### src/rtl/rf_arbiter.sv
`default_nettype none
// ============================================================================
// Module      : rf_arbiter
// Description : Round-robin core/debug arbiter in front of a single-port
//               register file. All outputs are registered.
// Revision    : 1.0
// ============================================================================
module rf_arbiter #(
    parameter int AW = 2,
    parameter int DW = 8
) (
    input  logic            clk,
    input  logic            rst_n,
    input  logic [1:0]      req,
    input  logic [1:0]      we,
    input  logic [2*AW-1:0] addr,
    input  logic [2*DW-1:0] wdata,
    output logic [1:0]      gnt,
    output logic [1:0]      wdone,
    output logic [1:0]      rvalid,
    output logic [DW-1:0]   rdata,
    output logic            rf_ld_ce,
    output logic            rf_st_ce,
    output logic [AW-1:0]   rf_addr,
    output logic [DW-1:0]   rf_acc,
    input  logic [DW-1:0]   rf_data
);

    localparam logic [1:0] S_IDLE  = 2'd0;
    localparam logic [1:0] S_ISSUE = 2'd1;
    localparam logic [1:0] S_WAIT  = 2'd2;

    logic [1:0]    state_q, state_d;
    logic          win_q, win_d;
    logic          last_q, last_d;
    logic          op_we_q, op_we_d;
    logic [1:0]    gnt_q, gnt_d;
    logic [1:0]    wdone_q, wdone_d;
    logic [1:0]    rvalid_q, rvalid_d;
    logic [DW-1:0] rdata_q, rdata_d;
    logic          ld_q, ld_d;
    logic          st_q, st_d;
    logic [AW-1:0] addr_q, addr_d;
    logic [DW-1:0] acc_q, acc_d;

    logic          w_pick;
    logic [AW-1:0] w_sel_addr;
    logic [DW-1:0] w_sel_wdata;
    logic [1:0]    w_win_vec;

    // On a tie the requester that was not granted last wins.
    assign w_pick      = (req == 2'b11) ? ~last_q : req[1];
    assign w_sel_addr  = w_pick ? addr[AW +: AW]  : addr[0 +: AW];
    assign w_sel_wdata = w_pick ? wdata[DW +: DW] : wdata[0 +: DW];
    assign w_win_vec   = {win_q, ~win_q};

    always_ff @(posedge clk or negedge rst_n) begin
        if (!rst_n) begin
            state_q  <= S_IDLE;
            win_q    <= 1'b0;
            last_q   <= 1'b1;
            op_we_q  <= 1'b0;
            gnt_q    <= 2'b00;
            wdone_q  <= 2'b00;
            rvalid_q <= 2'b00;
            rdata_q  <= '0;
            ld_q     <= 1'b0;
            st_q     <= 1'b0;
            addr_q   <= '0;
            acc_q    <= '0;
        end else begin
            state_q  <= state_d;
            win_q    <= win_d;
            last_q   <= last_d;
            op_we_q  <= op_we_d;
            gnt_q    <= gnt_d;
            wdone_q  <= wdone_d;
            rvalid_q <= rvalid_d;
            rdata_q  <= rdata_d;
            ld_q     <= ld_d;
            st_q     <= st_d;
            addr_q   <= addr_d;
            acc_q    <= acc_d;
        end
    end

    always_comb begin
        state_d = state_q;
        case (state_q)
            S_IDLE:  if (req != 2'b00) state_d = S_ISSUE;
            S_ISSUE: state_d = op_we_q ? S_IDLE : S_WAIT;
            S_WAIT:  state_d = S_IDLE;
            default: state_d = S_IDLE;
        endcase
    end

    always_comb begin
        win_d    = win_q;
        last_d   = last_q;
        op_we_d  = op_we_q;
        gnt_d    = 2'b00;
        wdone_d  = 2'b00;
        rvalid_d = 2'b00;
        rdata_d  = rdata_q;
        ld_d     = 1'b0;
        st_d     = 1'b0;
        addr_d   = addr_q;
        acc_d    = acc_q;
        case (state_q)
            S_IDLE: begin
                if (req != 2'b00) begin
                    win_d   = w_pick;
                    last_d  = w_pick;
                    op_we_d = we[w_pick];
                    gnt_d   = {w_pick, ~w_pick};
                    st_d    = we[w_pick];
                    ld_d    = ~we[w_pick];
                    addr_d  = w_sel_addr;
                    if (we[w_pick]) acc_d = w_sel_wdata;
                end
            end
            S_ISSUE: begin
                if (op_we_q) wdone_d = w_win_vec;
            end
            S_WAIT: begin
                rdata_d  = rf_data;
                rvalid_d = w_win_vec;
            end
            default: ;
        endcase
    end

    assign gnt      = gnt_q;
    assign wdone    = wdone_q;
    assign rvalid   = rvalid_q;
    assign rdata    = rdata_q;
    assign rf_ld_ce = ld_q;
    assign rf_st_ce = st_q;
    assign rf_addr  = addr_q;
    assign rf_acc   = acc_q;

endmodule
`default_nettype wire
### config.mk
export PLATFORM = sky130hd
export DESIGN_NAME = rf_arbiter
export DESIGN_NICKNAME = d
export VERILOG_FILES = /design/src/rtl/rf_arbiter.sv
export SDC_FILE = /design/constraint.sdc
export NUM_CORES = 1
export LEC_CHECK = 0
export ABC_CLOCK_PERIOD_IN_PS = 2400
export CAP_MARGIN = 5
export CORE_UTILIZATION = 39
export CTS_BUF_LIST = sky130_fd_sc_hd__clkbuf_4 sky130_fd_sc_hd__clkbuf_8 sky130_fd_sc_hd__clkbuf_16
export DETAILED_ROUTE_END_ITERATION = 10
export GPL_TIMING_DRIVEN = 0
export PLACE_DENSITY = 0.72
export SETUP_SLACK_MARGIN = 0.3
export SYNTH_ARGS = -nofsm -noshare
export SYNTH_HDL_FRONTEND = slang
export SYNTH_SLANG_ARGS = --single-unit
### constraint.sdc
create_clock -name clk -period 2.4 [get_ports clk]
set_clock_uncertainty 0.05 [all_clocks]
set_input_delay 0.48 -clock clk [delete_from_list [all_inputs] [get_ports clk]]
set_output_delay 0.48 -clock clk [all_outputs]
set_load 0.01 [all_outputs]
; ---- Word-level counts from Yosys, hierarchy flattened
; Index checks and enable logic that the tools add are counted.
[totals]
ff_bits = 31
output_inout_bits = 26
word_cells = 42
[op_classes]
magnitude_cmp = 1
eq_ne = 4
mux = 17
bitwise_logic = 4
n_reduce_logical = 4
[ops]
columns = operator, count
row1 = 2-bit two-way mux, 8
row2 = 8-bit two-way mux, 1
row3 = 1-bit two-way mux, 7
row4 = 2-bit == test (second input constant), 2
row5 = 1-bit inverter, 4
row6 = 2-bit case mux with 2 select lines, 1
row7 = 3-bit AND reduction, 1
row8 = 2-bit by 1-bit == test with 1-bit output (second input constant), 1
row9 = 2-bit logical NOT, 1
row10 = 1-bit by 2-bit less-than comparator with 1-bit output (second input constant), 1
row11 = 2-bit inequality test (second input constant), 1
row12 = 2-bit AND reduction, 1
row13 = 2-bit nonzero test, 1

; ---- Logic depth before layout (Yosys ltp)
[depth]
word_depth = 7
ltp_mapped = 5

; ---- Least setup slack after synthesis
; No wires, ideal clock.
[synth_timing]
path_type = input-to-reg
from = input port req[0]
to = register acc_q[0], in the netlist rf_acc[0]
t_arrival_ps = 1667
t_required_ps = 2256
setup_slack_ps = 590
path_stages = 5
path_cell_list = or3b_1 buf_2 or3_1 buf_6 a221oi_2
[synth_via]
elab_chain_cells = 5
word_cells_on_any_way = 7
cone_classes = eq/ne: 1 / mux: 4 / reduce/logical: 2
[synth_lines]
columns = element, line_no
row1 = from (decl), 14  ; input logic [1:0] req,
row2 = 2-bit == test, 52  ; assign w_pick = (req == 2'b11) ? ~last_q : req[1];
row3 = 1-bit two-way mux, 52
row4 = 1-bit two-way mux (not written as such) (2 in series), 119  ; if (we[w_pick]) acc_d = w_sel_wdata;
row5 = 3-bit AND reduction (no line), -
row6 = to (signal assigned), 70  ; acc_q <= '0;
row7 = to (signal assigned), 83  ; acc_q <= acc_d;
row8 = to (decl), 44  ; logic [DW-1:0] acc_q, acc_d;
; Several ways; a longest one is shown, not always the timed one. The select of a mux whose other input is x is not followed.
; A chain may end at the register's enable or synchronous reset.

; ---- Worst setup path in the final report
[layout_timing]
from = input port req[1]
to = register acc_q[1], in the netlist rf_acc[1]
; Same word-level chain as after synthesis.

==> impl_results.md <==
- Synthesized flop and latch total: 31
- Vias in the first global route: 1041
- FF-to-FF setup slack: 520 ps
- Starting Density: 0.407
- DRT Wirelength: 2960 um
- Final min period: 1940 ps
- Slew headroom: 0.484
- DR iter-0 viols: 69
- Max_cap viols: 0
- Final Hold Viols: 0
- HP Start: win_q
- Min-delay worst type: reg -> reg
- Ys Warns: 0
- RR Endpoint: rf_acc[1]
- Synth Flop Type: dfrtp_1
- I/O pin cnt: 60
- H-tree Lvls: 2
- Mapped Nets: 144
- Final Cycle Share: 0.807
- Largest net degree at the start of global routing: 17
- Max Root-Sink Buffers: 2
- Pleak: 0.895 nW
- Row count: 21
- Final cell count without fillers: 223
- Core area: 0.00334 sq mm
- Clock Latency Late Sink: 330 ps
- CTS tree: built
- Setup crit start: req[1]
- Unrepaired setup endpoints after global routing: false
- Ys async rst share: 1.00
- CTS Sinks: 31
- # DRC: 0
- Crit start category: input pin
- Total Power: 2.31 mW
- DR vias: 1158
- Total grt overflow: 0
- CP top delay family: buffers and inverters
- Number of flops mapped to enable cells by yosys: 0
- Clock root buffer: clkbuf_4
- Crit path to: rf_acc[1]
- Total stage count of the critical path: 5
- F_max: 0.516 GHz
- Port bufs: 58
- Final setup violation count: 0
- First drt pass iteration count: 5
- Critical path required time: 2580 ps
- Synthesized cell area: 0.00136 sq mm
- WS Path Type: in -> reg
- Die width: 61.0 um
- Chip Height: 61.0 um
- Power density over the cells: 1110 mW/mm^2
- Tot GR Track Use: 0.178
- Gpl congestion: 0.721
- Hold slack final: 460 ps
- Routed Antenna Nets: 0
- Maximum vdd ir drop: 0.000473 V
- Crit path DAT: 2120 ps
- Total CTS buffers: 5
- CP bufs+invs: 2
- Ant diodes: 0
- FF-to-FF path depth: 5
- Worst-path cell chain: clkdlybuf4s50_1 -> a21boi_1 -> clkbuf_2 -> a31oi_1 -> a221oi_2
- CP endpoint kind: flop
- Outcome: complete, no violations
- Synth cell types: 24
- Syn_area_per_cell: 12.4 sq um
- Mapped Cells: 110
- P&R area growth vs syn: 53.2%
- Clk slew on worst S/H paths: 90 ps
- Least-Margin Pin Slew: 772 ps
- Dpl cells: 215
- Nets: 210
- Final core utilization: 0.624
- DR WL/cell: 13.3 um
- Share of cells above drive strength 1: 0.192
- Drt via density: 5.19
- Hpwl dp: 2220 um
- Sequential share of the synthesized area: 0.572
- First-pass GRT wire length: 4710 um
- CP Max Fanout: 10
- CP peak stage delay: 520 ps
- Initial antenna violation count: 0
- Final Max Tran Viols: 0
- Launching point of the worst reg2reg path: state_q[1]
- Critical path's slowest cell: clkdlybuf4s50_1
- Die area: 0.00372 sq mm
## worst min-delay path by stage
stage / endpoint / slack (ps) / cells after the start
global placement: rvalid[0] / 420 / 1
floorplan: gnt[0] / 130 / 0
CTS: last_q / 450 / 2
finish: rvalid[0] / 460 / 1
detailed placement: rdata[2] / 440 / 1
global route: last_q / 460 / 2
## per-layer routing
layer  track usage  wire length [um]  vias to the layer above
li1              -                 -                      530
met1         0.218              1240                      564
met2         0.290              1450                       54
met3        0.0609               201                       10
met4        0.0682                65                        0
met5             0                 0                        -
## final cells by class
cell class | count | area (sq um)
timing repair buffer | 59 | 607
clock buffer | 7 | 52.6
buffer | 8 | 41.3
tap | 46 | 57.6
inverter | 12 | 45.0
multi-input combinational | 59 | 497
fill | 287 | 1250
clock inverter | 1 | 5.00
sequential | 31 | 777
## synth_stat cells (2+ instances only)
cell,count,area [sq um]
nor4_1,8,50.1
nor2_1,5,18.8
a221oi_2,8,120
nor2b_1,3,18.8
and3_1,3,18.8
mux2i_1,2,20.0
buf_2,2,10.0
mux2_2,12,135
dfrtp_1,30,751
inv_1,11,41.3
clkbuf_1,4,15.0
and2_1,2,12.5
a31oi_1,9,56.3
## stage by stage
stage | TNS (ps) | cell area, sq um | setup WS (ps)
after floorplan | 0 | 1360 | 590
after global placement | -241 | 2000 | -42.2
after detailed placement | -456 | 2020 | -79.4
after CTS | 0 | 2080 | 349
after global routing | 0 | 2080 | 373
final | 0 | 2080 | 463
## cells by family after synthesis
family	count (synthesis)	synth area share
DFF	31	0.572
AOI/OAI and AO/OA	21	0.148
muxes	14	0.114
buffers and inverters	20	0.0626
and+or+nand+nor	24	0.103
## flip-flops by register name, indices dropped and copies added (netlist names), 2 cells and up
signal   count
rvalid       2
state_q      2
rdata        8
wdone        2
rf_acc       8
rf_addr      2
gnt          2
## cell usage in the layout (no fill, tap or decap)
cell              n
o21ai_1           1
nand2b_1          1
buf_16            1
mux2_2           12
dlygate4sd2_1     1
buf_6             1
dfrtp_1          30
clkbuf_4          7
dfstp_2           1
inv_1            11
nor2_1            5
a21boi_1          1
nor2b_1           3
clkinv_2          1
a221oi_2          8
clkbuf_1          3
or3_1             1
and2_1            2
a31oi_1           9
a21o_1            1
clkbuf_2          1
buf_2             2
a21oi_1           1
mux2i_1           2
nor4_1            8
and3_1            3
or3b_1            1
clkdlybuf4s50_1  57
buf_1             1
clkinv_1          1
## what timing repair did
action,in CTS,in global routing
setup endpoints to repair,6,8
setup buffers,0,0
resized for setup,1,2
gates cloned,0,0
hold buffers,0,0
## power by group
part	total, mW	switching (mW)	internal [mW]	leakage (nW)
Sequential	0.889	0.124	0.765	0.372
Clock	0.301	0.164	0.137	0.0361
Combinational	1.12	0.476	0.648	0.487
Total	2.31	0.764	1.55	0.895
No activity file was read; power rests on OpenSTA's default activity.
